===== src/rtl/uart_pkg.sv =====
// Shared types and helpers for the UART message transmitter.
// Holds the message FSM state enum, mode constants and the baud divider.
package uart_pkg;

  typedef enum logic [2:0] {
    ST_IDLE,
    ST_WAIT,
    ST_LOAD,
    ST_SEND,
    ST_NEXT,
    ST_DONE
  } msg_state_t;

  localparam int MODE_PERIODIC  = 0;
  localparam int MODE_TRIGGERED = 1;

  function automatic int div_calc(input int clk_hz, input int baud);
    return clk_hz / baud;
  endfunction

endpackage


===== src/rtl/uart_tx_core.sv =====
// Single-byte UART serializer: start bit, 8 data bits LSB first, stop bits.
// Each bit is held for DIV clock cycles.
module uart_tx_core #(
  parameter int DIV       = 434,
  parameter int STOP_BITS = 1
) (
  input  logic       clk,
  input  logic       rst,
  input  logic       load,
  input  logic [7:0] data,
  output logic       tx,
  output logic       busy
);

  localparam int             BW   = $clog2(DIV);
  localparam logic [BW-1:0]  BMAX = BW'(DIV - 1);
  localparam logic [3:0]     LAST = 4'(8 + STOP_BITS);

  logic          busy_q, busy_d;
  logic          tx_q, tx_d;
  logic [BW-1:0] baud_q, baud_d;
  logic [3:0]    bit_q, bit_d;
  logic [7:0]    sh_q, sh_d;
  logic          tick;
  logic          last;

  assign tick = (baud_q == BMAX);
  assign last = tick && (bit_q == LAST);

  always_comb begin
    busy_d = busy_q;
    tx_d   = tx_q;
    baud_d = baud_q;
    bit_d  = bit_q;
    sh_d   = sh_q;
    if (load && !busy_q) begin
      busy_d = 1'b1;
      tx_d   = 1'b0;
      baud_d = '0;
      bit_d  = '0;
      sh_d   = data;
    end else if (busy_q) begin
      if (!tick) begin
        baud_d = baud_q + 1'b1;
      end else begin
        baud_d = '0;
        if (bit_q == LAST) begin
          busy_d = 1'b0;
          tx_d   = 1'b1;
          bit_d  = '0;
        end else begin
          bit_d = bit_q + 4'd1;
          if (bit_q < 4'd8) begin
            tx_d = sh_q[0];
            sh_d = {1'b1, sh_q[7:1]};
          end else begin
            tx_d = 1'b1;
          end
        end
      end
    end
  end

  always_ff @(posedge clk or posedge rst) begin
    if (rst) begin
      busy_q <= 1'b0;
      tx_q   <= 1'b1;
      baud_q <= '0;
      bit_q  <= '0;
      sh_q   <= '0;
    end else begin
      busy_q <= busy_d;
      tx_q   <= tx_d;
      baud_q <= baud_d;
      bit_q  <= bit_d;
      sh_q   <= sh_d;
    end
  end

  // Busy drops in the final stop-bit cycle so the caller can queue the next byte.
  assign tx   = tx_q;
  assign busy = busy_q & ~last;

endmodule


===== src/rtl/uart_msg_tx.sv =====
// Fixed-string UART message transmitter, periodic banner or triggered.
// Sequences MSG bytes (byte 0 first) through uart_tx_core.
module uart_msg_tx
  import uart_pkg::*;
#(
  parameter int                 CLK_HZ        = 50_000_000,
  parameter int                 BAUD          = 115_200,
  parameter int                 STOP_BITS     = 1,
  parameter int                 MSG_LEN       = 7,
  parameter logic [MSG_LEN*8-1:0] MSG         = 56'h0a_0d_6f_6c_6c_65_48,
  parameter int                 MODE          = 0,
  parameter int                 PERIOD_CYCLES = 50_000_000
) (
  input  logic       clk,
  input  logic       rst,
  input  logic       en,
  input  logic       start,
  output logic       uart_tx,
  output logic       busy,
  output logic       done,
  output logic [7:0] byte_idx
);

  localparam int  DIV      = div_calc(CLK_HZ, BAUD);
  localparam bit  PERIODIC = (MODE == MODE_PERIODIC);

  if (DIV < 2) begin : g_bad_div
    $error("uart_msg_tx: CLK_HZ/BAUD must be at least 2");
  end
  if (STOP_BITS < 1 || STOP_BITS > 2) begin : g_bad_stop
    $error("uart_msg_tx: STOP_BITS must be 1 or 2");
  end
  if (MSG_LEN < 1 || MSG_LEN > 255) begin : g_bad_len
    $error("uart_msg_tx: MSG_LEN must be 1..255");
  end

  msg_state_t  state_q, state_d;
  logic [7:0]  idx_q, idx_d;
  logic [31:0] cnt_q, cnt_d;
  logic        load;
  logic        core_busy;
  logic [7:0]  cur_byte;

  always_comb begin
    cur_byte = '0;
    for (int i = 0; i < MSG_LEN; i++) begin
      if (idx_q == 8'(i)) cur_byte = MSG[8*i +: 8];
    end
  end

  always_comb begin
    state_d = state_q;
    idx_d   = idx_q;
    cnt_d   = cnt_q;
    load    = 1'b0;
    unique case (state_q)
      ST_IDLE: begin
        cnt_d = '0;
        if (en && PERIODIC)        state_d = ST_WAIT;
        else if (en && start)      state_d = ST_LOAD;
      end
      ST_WAIT: begin
        if (!en) begin
          state_d = ST_IDLE;
          cnt_d   = '0;
        end else if (cnt_q == 32'(PERIOD_CYCLES - 1)) begin
          state_d = ST_LOAD;
          cnt_d   = '0;
        end else begin
          cnt_d = cnt_q + 32'd1;
        end
      end
      ST_LOAD: begin
        load    = 1'b1;
        state_d = ST_SEND;
      end
      ST_SEND: begin
        if (!core_busy) state_d = ST_NEXT;
      end
      ST_NEXT: begin
        if (idx_q < 8'(MSG_LEN - 1)) begin
          idx_d   = idx_q + 8'd1;
          state_d = ST_LOAD;
        end else begin
          idx_d   = '0;
          state_d = ST_DONE;
        end
      end
      ST_DONE: begin
        idx_d   = '0;
        state_d = (PERIODIC && en) ? ST_WAIT : ST_IDLE;
      end
      default: state_d = ST_IDLE;
    endcase
  end

  always_ff @(posedge clk or posedge rst) begin
    if (rst) begin
      state_q <= ST_IDLE;
      idx_q   <= '0;
      cnt_q   <= '0;
    end else begin
      state_q <= state_d;
      idx_q   <= idx_d;
      cnt_q   <= cnt_d;
    end
  end

  uart_tx_core #(
    .DIV       (DIV),
    .STOP_BITS (STOP_BITS)
  ) u_core (
    .clk  (clk),
    .rst  (rst),
    .load (load),
    .data (cur_byte),
    .tx   (uart_tx),
    .busy (core_busy)
  );

  assign busy     = (state_q == ST_LOAD) || (state_q == ST_SEND) ||
                    (state_q == ST_NEXT);
  assign done     = (state_q == ST_DONE);
  assign byte_idx = idx_q;

endmodule

===== config.mk =====
export PLATFORM = sky130hd
export DESIGN_NAME = uart_msg_tx
export DESIGN_NICKNAME = d
export VERILOG_FILES = /design/src/rtl/uart_pkg.sv /design/src/rtl/uart_tx_core.sv /design/src/rtl/uart_msg_tx.sv
export SDC_FILE = /design/constraint.sdc
export NUM_CORES = 1
export LEC_CHECK = 0
export ABC_AREA = 1
export CAP_MARGIN = 40
export CORE_ASPECT_RATIO = 0.75
export CORE_MARGIN = 2
export CORE_UTILIZATION = 40
export CTS_CLUSTER_SIZE = 25
export DETAILED_ROUTE_END_ITERATION = 10
export HOLD_SLACK_MARGIN = 0.03
export PLACE_DENSITY_LB_ADDON = 0.3
export SLEW_MARGIN = 20
export SYNTH_ARGS = -nofsm -noshare
export SYNTH_HDL_FRONTEND = slang
export SYNTH_SLANG_ARGS = --single-unit

===== constraint.sdc =====
create_clock -name clk -period 2.03 [get_ports clk]
set_input_delay 0.406 -clock clk [delete_from_list [all_inputs] [get_ports clk]]
set_output_delay 0.406 -clock clk [all_outputs]
set_load 0.005 [all_outputs]

=== Word level (Yosys, flattened, before mapping) ===
Cells that the tools add are included.

* Flip-flop bits (word level): 66
* Input port bits: 4
* Word-level logic and storage cells: 92

* $add $sub $neg: 4
* Magnitude comparators: 2
* Equal/unequal tests: 18
* Multiplexer cells: 42
* Bitwise gates (word level): 2
* Reductions and logical operators: 16

{| class="wikitable"
|+ Operator list
! kind !! number
|-
| $mux 8 || 10
|-
| $mux 32 || 2
|-
| $pmux 32 s2 || 1
|-
| $add 32x1->32 const B || 1
|-
| $eq 32x26->1 const B || 1
|-
| $mux 9 || 3
|-
| $eq 8x3->1 const B || 3
|-
| $mux 7 || 3
|-
| $mux 3 || 6
|-
| $pmux 3 s6 || 1
|-
| $eq 8x2->1 const B || 2
|-
| $mux 4 || 4
|-
| $pmux 8 s2 || 1
|-
| $mux 1 || 11
|-
| $reduce_bool 2->1 || 5
|-
| $add 9x1->9 const B || 1
|-
| $eq 9x9->1 const B || 1
|-
| $add 8x1->8 const B || 1
|-
| $eq 8x1->1 const B || 1
|-
| $logic_not 8->1 || 1
|-
| $lt 8x3->1 const B || 1
|-
| $eq 3x2->1 const B || 2
|-
| $eq 3x3->1 const B || 2
|-
| $ne 3x3->1 const B || 2
|-
| 14 further kinds || 18
|}

=== Logic depth before layout (Yosys ltp) ===
Gate-level depths: netlist of run 1.

* Depth after elaboration: 9
* Gate-level depth with buffers: 11
* Depth with buffers taken out: 11

=== Cells and area by module ===
A second synthesis of run 1 with hierarchy kept.

* Cells, all modules: 588
* Area, all modules: 4,102.7 sq um

{| class="wikitable"
|+ By module, submodules not included
! module !! instances !! cells each !! area an instance (sq um) !! sequential area each (sq um)
|-
| uart_msg_tx || 1 || 417 || 2,807.7 || 1,076.0
|-
| uart_tx_core || 1 || 171 || 1,295.0 || 576.8
|}

=== Worst setup path before layout of run 1 ===
Ideal clock, no wire load.

* Path type: reg2reg
* From: reg cnt_q[0]
* To: reg cnt_q[12]
* Arrival: 1,381 ps
* Required time: 1,911 ps
* Slack: 531 ps
* Cell stages (with the launch flop): 10
* Path buffers: 0
* Cells stage by stage: dfrtp_1 -> ha_1 -> inv_1 -> nor2_1 -> nand2_2 -> nor2_4 -> nand2_1 -> nand2_1 -> inv_1 -> o21a_1

* Cells in the longest elaborated chain, start to end: 4
* Elaborated cells on any way between the ends: 5
* Classes of those cells: 1 x add/sub; 1 x eq/ne; 3 x mux

{| class="wikitable"
|+ Ends and longest elaborated chain
! element !! RTL line !! source
|-
| from (decl) || uart_msg_tx.sv:39 || <nowiki>logic [31:0] cnt_q, cnt_d;</nowiki>
|-
| from (signal assigned) || uart_msg_tx.sv:105 || <nowiki>cnt_q <= cnt_d;</nowiki>
|-
| $add 32x1->32 / $eq 32x26->1 (equally long branches) || uart_msg_tx.sv:70, uart_msg_tx.sv:66 ||
|-
| $mux 32 * || uart_msg_tx.sv:66 || <nowiki>end else if (cnt_q == 32'(PERIOD_CYCLES - 1)) begin</nowiki>
|-
| $mux 32 * || uart_msg_tx.sv:63 || <nowiki>if (!en) begin</nowiki>
|-
| $pmux 32 s2 * || uart_msg_tx.sv:56 || <nowiki>unique case (state_q)</nowiki>
|}

Every way passes the cells marked *; elsewhere a longest branch is shown, timed or not.
A chain may end at the register's enable or synchronous reset.

=== Final worst setup path of run 1 ===
* From: reg state_q[1]
* To: out done

* Cells in the longest elaborated chain, start to end: 1

{| class="wikitable"
|+ Ends and longest elaborated chain
! element !! RTL line !! source
|-
| from (decl) || uart_msg_tx.sv:37 || <nowiki>msg_state_t state_q, state_d;</nowiki>
|-
| from (signal assigned) || uart_msg_tx.sv:103 || <nowiki>state_q <= state_d;</nowiki>
|-
| $eq 3x3->1 || uart_msg_tx.sv:123 || <nowiki>assign done = (state_q == ST_DONE);</nowiki>
|-
| to (decl) || uart_msg_tx.sv:20 || <nowiki>output logic done,</nowiki>
|}

No other way between the ends.

==> summary.txt, run 1 <==
Outcome
  – Status: finished clean

Power
  – Peak supply drop: around 0.53 mV
  – Leak: just over 2 nW
  – Power per cell area: 994 nW/µm²
  – Pwr Total: 0.00472 W

Synth
  – Post-Syn Area: between 4000 and 5000 µm²
  – Mean Syn Cell Area: ~7 µm²
  – Flops & latches, synth: 66
  – Post-synthesis instance total: 576
  – Synth cell types: 38
  – Seq/Total Area, Yosys: 0.402
  – Syn nets: approximately 590
  – Synth warnings: 0

Timing
  – Least-Margin Pin Slew: 0.418 ns
  – Max Clock Skew: 0.00753 ns
  – RSZ-0062 raised after global routing: false
  – # setup viols final: 0
  – Final min period: 1.95 ns
  – Fmax: around 500 MHz
  – Worst slew margin: 0.719
  – Post-route setup TNS: 0 ns
  – Final hold violation count: 0
  – Max-slew violations: 0
  – Final Cycle Share: 0.963

Clock tree
  – Clock sink total: 66
  – CTS tree: done
  – Root Buffer: clkbuf_16
  – Number of H-tree levels: 3
  – Hold buffer count at cts: 0
  – Clk buf depth: 2
  – Worst skew pair latency: 0.34 ns
  – Clock Pin Slew Worst Setup and Hold Paths: 0.06 ns
  – Inserted Clock Buffers: 9

Placement
  – I/O Buffers: 13
  – Final HPWL DP: a little over 7000 µm
  – Gpl congestion: 0.884

Floorplanning
  – Die Y: 91.8 µm
  – Core area: around 10000 µm²
  – Starting density of the core: 0.406
  – Die ar.: 11100 µm²
  – Chip width: 121 µm
  – Core Rows: 32
  – Ports: 15

Setup path
  – Crit-path max FO: 4
  – Max incr delay on CP: 0.50 ns
  – Critical Path End Type: output pin
  – Worst Path Buf+Inv: 3
  – Worst setup SP type: flip-flop
  – Crit-path cells: inv_2 -> nand3_1 -> inv_1 -> clkdlybuf4s50_1
  – CP delay by family, top: buffers and inverters
  – Worst Path Required: about 1.6 ns
  – Critical Path Slowest Stage Cell: clkdlybuf4s50_1
  – Crit Path Category: reg2out
  – CP arrival: 1.55 ns

Job
  – Max_cap viols: 0

Drt
  – Via count: 3775
  – Via-to-Cell Ratio: approximately 5.1
  – Iteration-0 DRC Markers: 245
  – DRC: 0
  – Routed wire per std cell: 12.8 µm
  – Initial DRT Pass Iterations: 7
  – Residual antenna-violating net count after detailed routing: 0
  – Final wirelength: around 9500 µm

Final layout
  – Filler Cells Inserted: a little over 1000
  – Multi-input gate area: 2150 µm²
  – Layout cells sized above 1: 0.113
  – Area Growth Syn to Fin: 15.5%
  – ANT cells: 0
  – Final net count: approximately 600
  – Register area: 1650 µm²

Min path
  – HP Class: in2async

GRT
  – Initial antenna violation count: 0
  – GRT Residual Overflow: 0
  – Vias in the first global route: 3510
  – Overall Global Routing Usage: 0.186
  – Wire length of the first global-routing pass: 16400 µm
  – Largest net degree at the start of global routing: 67
-- cells in the mapped netlist (all sizes together) --
master	n	area (µm²)
nand2	166	656
nor2	102	450
inv	72	270
dfrtp	65	1630
nand3	54	300
o21ai	33	165
nand4	17	106
a21oi	10	50.1
ha	9	113
xor2	9	78.8
nor3	8	50.1
o22ai	8	50.1
buf	5	43.8
xnor2	5	43.8
o31ai	2	15.0
or2	2	12.5
a21boi	1	7.51
a31oi	1	6.26
and2	1	6.26
clkinv	1	5.00
dfstp	1	26.3
nor3b	1	7.51
o211ai	1	7.51
o21a	1	7.51
o21bai	1	7.51
-- through the flow --
stage | instances | cell area, µm² | hold slack (ns) | setup WS [ns] | util
after CTS | 743 | 4740 | 0.499 | 0.0127 | 0.468
after floorplan | 576 | 4120 | 0.450 | 0.531 | -
final | 744 | 4750 | 0.480 | 0.0755 | 0.469
after global placement | 726 | 4430 | 0.471 | 0.293 | 0.437
after global routing | 744 | 4750 | 0.525 | 0.00921 | 0.469
after detailed placement | 726 | 4430 | 0.486 | 0.276 | 0.437
-- cells in the final DEF (no fill, tap or decap), types with 10 or more instances in the layout --
cell / n
nand2_1: 157
nor2_2: 15
o21ai_0: 30
nor2_1: 83
a21oi_1: 10
dfrtp_1: 65
inv_1: 63
nand4_1: 17
nand3_1: 51
clkdlybuf4s50_1: 12
-- layer usage --
metal,vias to the layer above,wire [µm],GRT usage,part of all wire
met5,-,0,0,0
met1,1763,4680,0.259,0.49
met4,0,150,0.0707,0.016
li1,1902,-,-,-
met2,98,4210,0.283,0.44
met3,12,449,0.0417,0.047
-- state kept, by name (all words and copies together) (netlist names) --
register       count
state_q            3
u_core.sh_q        8
u_core.busy_q      1
u_core.tx          1
u_core.baud_q      9
u_core.bit_q       4
byte_idx           8
cnt_q             32
-- logic make-up (layout without fill, tap and decap cells) --
group	Yosys count	after routing	share of synthesized area
adder cells (fa/ha/maj)	9	9	0.0274
flip-flops	66	66	0.402
buffers and inverters	78	110	0.0776
AND/OR/NAND/NOR	351	351	0.386
AO/OA/AOI/OAI	58	58	0.0770
XOR/XNOR	14	14	0.0298
-- what timing repair did --
item	CTS	global route
setup endpoints to repair	1	2
resized for setup	1	2
pin swaps	0	1
buffers inserted	1	1
-- path summary, 6_finish.rpt --
path                             startpoint              to  slack, ns  depth (start not counted)
worst min-delay path                    rst       cnt_q[30]       0.48                          3
max in group asynchronous               rst       u_core.tx       1.18                          3
worst max register to register  byte_idx[1]  u_core.sh_q[6]       0.27                          9
worst max-delay path             state_q[1]            done       0.08                          4
worst min register to register    u_core.tx       u_core.tx       0.49                          2
min in group clk                  u_core.tx       u_core.tx       0.49                          2
-- area by class of cell --
type,instances,area share
clock buffers,10,0.0482
flip-flops and latches,66,0.348
repair buffers,21,0.0432
well taps,136,0.0358
multi-input cells,432,0.452
inverters,73,0.0587
clock inverters,6,0.0142
-- power breakdown --
group          total [W]  switching, W  internal (W)
Sequential       0.00171      0.000188       0.00152
Clock            0.00155      0.000599      0.000952
Combinational    0.00146      0.000943      0.000517
Total            0.00472       0.00173       0.00299
-- worst register-to-register path: cells and delay by family, from the launching register on --
family | cells | cell delay (ns)
flip-flops | 1 | 0.41
adder cells (fa/ha/maj) | 1 | 0.21
buffers and inverters | 3 | 0.33
AND/OR/NAND/NOR | 5 | 0.70
No activity file was read; power rests on OpenSTA's default activity.
==> run 2: changes to the inputs <==
--- a/config.mk
+++ b/config.mk
@@ -14,6 +14,7 @@
 export DETAILED_ROUTE_END_ITERATION = 10
 export HOLD_SLACK_MARGIN = 0.03
 export PLACE_DENSITY_LB_ADDON = 0.3
+export SKIP_CTS_REPAIR_TIMING = 1
 export SLEW_MARGIN = 20
 export SYNTH_ARGS = -nofsm -noshare
 export SYNTH_HDL_FRONTEND = slang
==> constraint.sdc (replaced) <==
create_clock -name clk -period 1.7 [get_ports clk]
set_input_delay 0.34 -clock clk [delete_from_list [all_inputs] [get_ports clk]]
set_output_delay 0.34 -clock clk [all_outputs]
set_load 0.005 [all_outputs]
==> run 2 against run 1 <==
Sequential power is 19% higher. Setup slack worse by 0.023 ns. Register-to-register slack got worse by 0.18 ns. Clock power is 29% higher. Final cell count grew 4.4%.
==> summary.txt, run 2 (synthesis results as in run 1) <==
Floorplanning
  – Starting density of the core: 0.406 (unchanged)
  – Core Rows: 32 (unchanged)
  – Die Y: 91.8 µm (unchanged)
  – Die ar.: 11100 µm² (unchanged)
  – Chip width: 121 µm (unchanged)
  – Ports: 15 (unchanged)
  – Core area: 10100 µm² (unchanged)

Power
  – Clk pwr share: 0.326 (-0.002)
  – Reg power frac: 0.333 (-0.029)
  – Leak: 2.29 nW (+11%)
  – Power per cell area: 1190 nW/µm² (+20%)
  – Net Switching: 0.00222 W (+28%)
  – Comb pwr share: 0.341 (+0.032)
  – P_int: 0.00392 W (+31%)
  – Sw frac: 0.361 (-0.00534)
  – Pwr Total: 0.00613 W (+30%)
  – Peak supply drop: 0.574 mV (+8.3%)

Placement
  – I/O Buffers: 13 (unchanged)
  – Post-place instance area: 4600 µm² (+3.7%)
  – Gpl congestion: 0.921 (+4.2%)
  – Final HPWL DP: 7220 µm (+2.3%)

Clock tree
  – Worst skew pair latency: 0.34 ns (about the same)
  – Number of H-tree levels: 3 (unchanged)
  – Clock sink total: 66 (unchanged)
  – Clk buf depth: 2 (unchanged)
  – CTS tree: done
  – Inserted Clock Buffers: 9 (unchanged)
  – Clock Pin Slew Worst Setup and Hold Paths: 0.06 ns (about the same)
  – Root Buffer: clkbuf_16

GRT
  – GRT Residual Overflow: 0 (unchanged)
  – Vias in the first global route: 3693 (+5.2%)
  – Largest net degree at the start of global routing: 67 (unchanged)
  – Overall Global Routing Usage: 0.193 (+0.00665)
  – Initial antenna violation count: 0 (unchanged)
  – Wire length of the first global-routing pass: 17000 µm (+4.0%)

Final layout
  – Final instance area: 5150 µm² (+8.4%)
  – Commonest cells after routing, fill and taps aside: nand2_1 (154), nor2_1 (78), dfrtp_1 (63), inv_1 (58), nand3_1 (50)
  – Most common cell after layout, fill and taps aside: nand2_1
  – Leading registers by flop count: cnt_q x32, u_core.baud_q x9
  – Most flop-heavy register: cnt_q
  – Max reg flops: 32 (unchanged)
  – ANT cells: 0 (unchanged)
  – Area Growth Syn to Fin: 25.2%
  – Final net count: 649 (+5.4%)
  – Layout cells sized above 1: 0.197 (+0.0831)

Drt
  – Via-to-Cell Ratio: 5.06 (-0.34%)
  – Routed wire per std cell: 13.0 µm (+2.1%)
  – DRC: 0 (unchanged)
  – Final wirelength: 10100 µm (+6.6%)
  – Initial DRT Pass Iterations: 4 (-3)
  – Via count: 3929 (+4.1%)
  – Iteration-0 DRC Markers: 284 (+16%)
  – Residual antenna-violating net count after detailed routing: 0 (unchanged)

Setup path
  – Critical Path Slowest Stage Cell: dfrtp_1
  – Worst Path Required: 1.36 ns (-0.26 ns)
  – Max incr delay on CP: 0.42 ns (-0.08 ns)
  – Worst R2R Path Depth: 10 (+1)
  – Worst setup SP type: flip-flop
  – Crit Path Category: reg2out
  – Crit-path max FO: 4 (unchanged)
  – Critical Path End Type: output pin
  – CP arrival: 1.31 ns (-0.24 ns)
  – Crit-path cells: buf_4 -> nor3_2 -> inv_1 -> nand2_1 -> dlymetal6s2s_1

Timing
  – Final Cycle Share: 0.969
  – Post-route setup TNS: 0 ns (unchanged)
  – Least-Margin Pin Slew: 0.370 ns (-0.0484 ns)
  – Fmax: approximately 610 MHz
  – Max-slew violations: 0 (unchanged)
  – Final hold violation count: 0 (unchanged)
  – # setup viols final: 0 (unchanged)
  – Max Clock Skew: 0.00491 ns (-0.00262 ns)
  – Worst slew margin: 0.753 (+0.0344)
  – Final min period: around 1.6 ns

Min path
  – HP Class: in2async

Job
  – Max_cap viols: 0 (unchanged)

Outcome
  – Status: finished clean
==> run 2: cell count changes in the layout (fill, tap and decap cells not counted), moves of 3 or more <==
| cell | before | now |
|---|---|---|
| buf_4 | 7 | 39 |
| inv_1 | 63 | 58 |
| nor2_1 | 83 | 78 |
| inv_2 | 8 | 12 |
| nand2_4 | 2 | 6 |
| nor2_4 | 4 | 8 |
| nand2_1 | 157 | 154 |
==> run 2: per-layer routing <==
layer / vias up / share of wire / GRT usage
li1: 1972 / - / -
met1: 1846 / 0.48 / 0.271
met2: 102 / 0.47 / 0.294
met3: 9 / 0.042 / 0.0417
met4: 0 / 0.012 / 0.0659
met5: - / 0 / 0
==> run 2: power by group through the flow <==
stage               logic (W)  clock network (W)  registers [W]
global route          0.00235            0.00211        0.00207
global placement      0.00184                  0        0.00203
detailed placement    0.00189                  0        0.00205
CTS                   0.00190            0.00205        0.00202
floorplan             0.00134                  0        0.00202
finish                0.00209            0.00200        0.00204
==> run 2: final timing paths <==
kind / start / to / slack, ns
setup / recovery: state_q[1] / busy / 0.05
hold / removal: rst / cnt_q[26] / 0.44
setup reg to reg: state_q[1] / cnt_q[12] / 0.09
hold reg to reg: u_core.tx / u_core.tx / 0.49
max in group asynchronous: rst / u_core.tx / 0.93
min in group clk: u_core.tx / u_core.tx / 0.49
==> run 2: cell type report <==
type,instances,area [µm²]
Clock inverter,7,93.8
Fill cell,971,4980
Timing Repair Buffer,54,462
Sequential cell,66,1660
Inverter,73,285
Tap cell,136,170
Clock buffer,9,225
Multi-Input combinational cell,432,2260
==> run 2: metrics by stage <==
stage          worst slack [ns]  utilization  instances  hold slack [ns]
5_1_grt                 -0.0484        0.508        777            0.493
3_5_place_dp             0.0214        0.454        748            0.479
6_report                 0.0528        0.508        777            0.444
3_3_place_gp             0.0560        0.454        748            0.468
4_1_cts                  -0.321        0.485        764            0.460
2_1_floorplan             0.201            -        576            0.450
==> run 2: worst max-delay path, delay by kind of cell, from the launching register on <==
kind,cells,cell delay [ns]
buf+inv,3,0.36
simple gates,2,0.20
flops,1,0.42
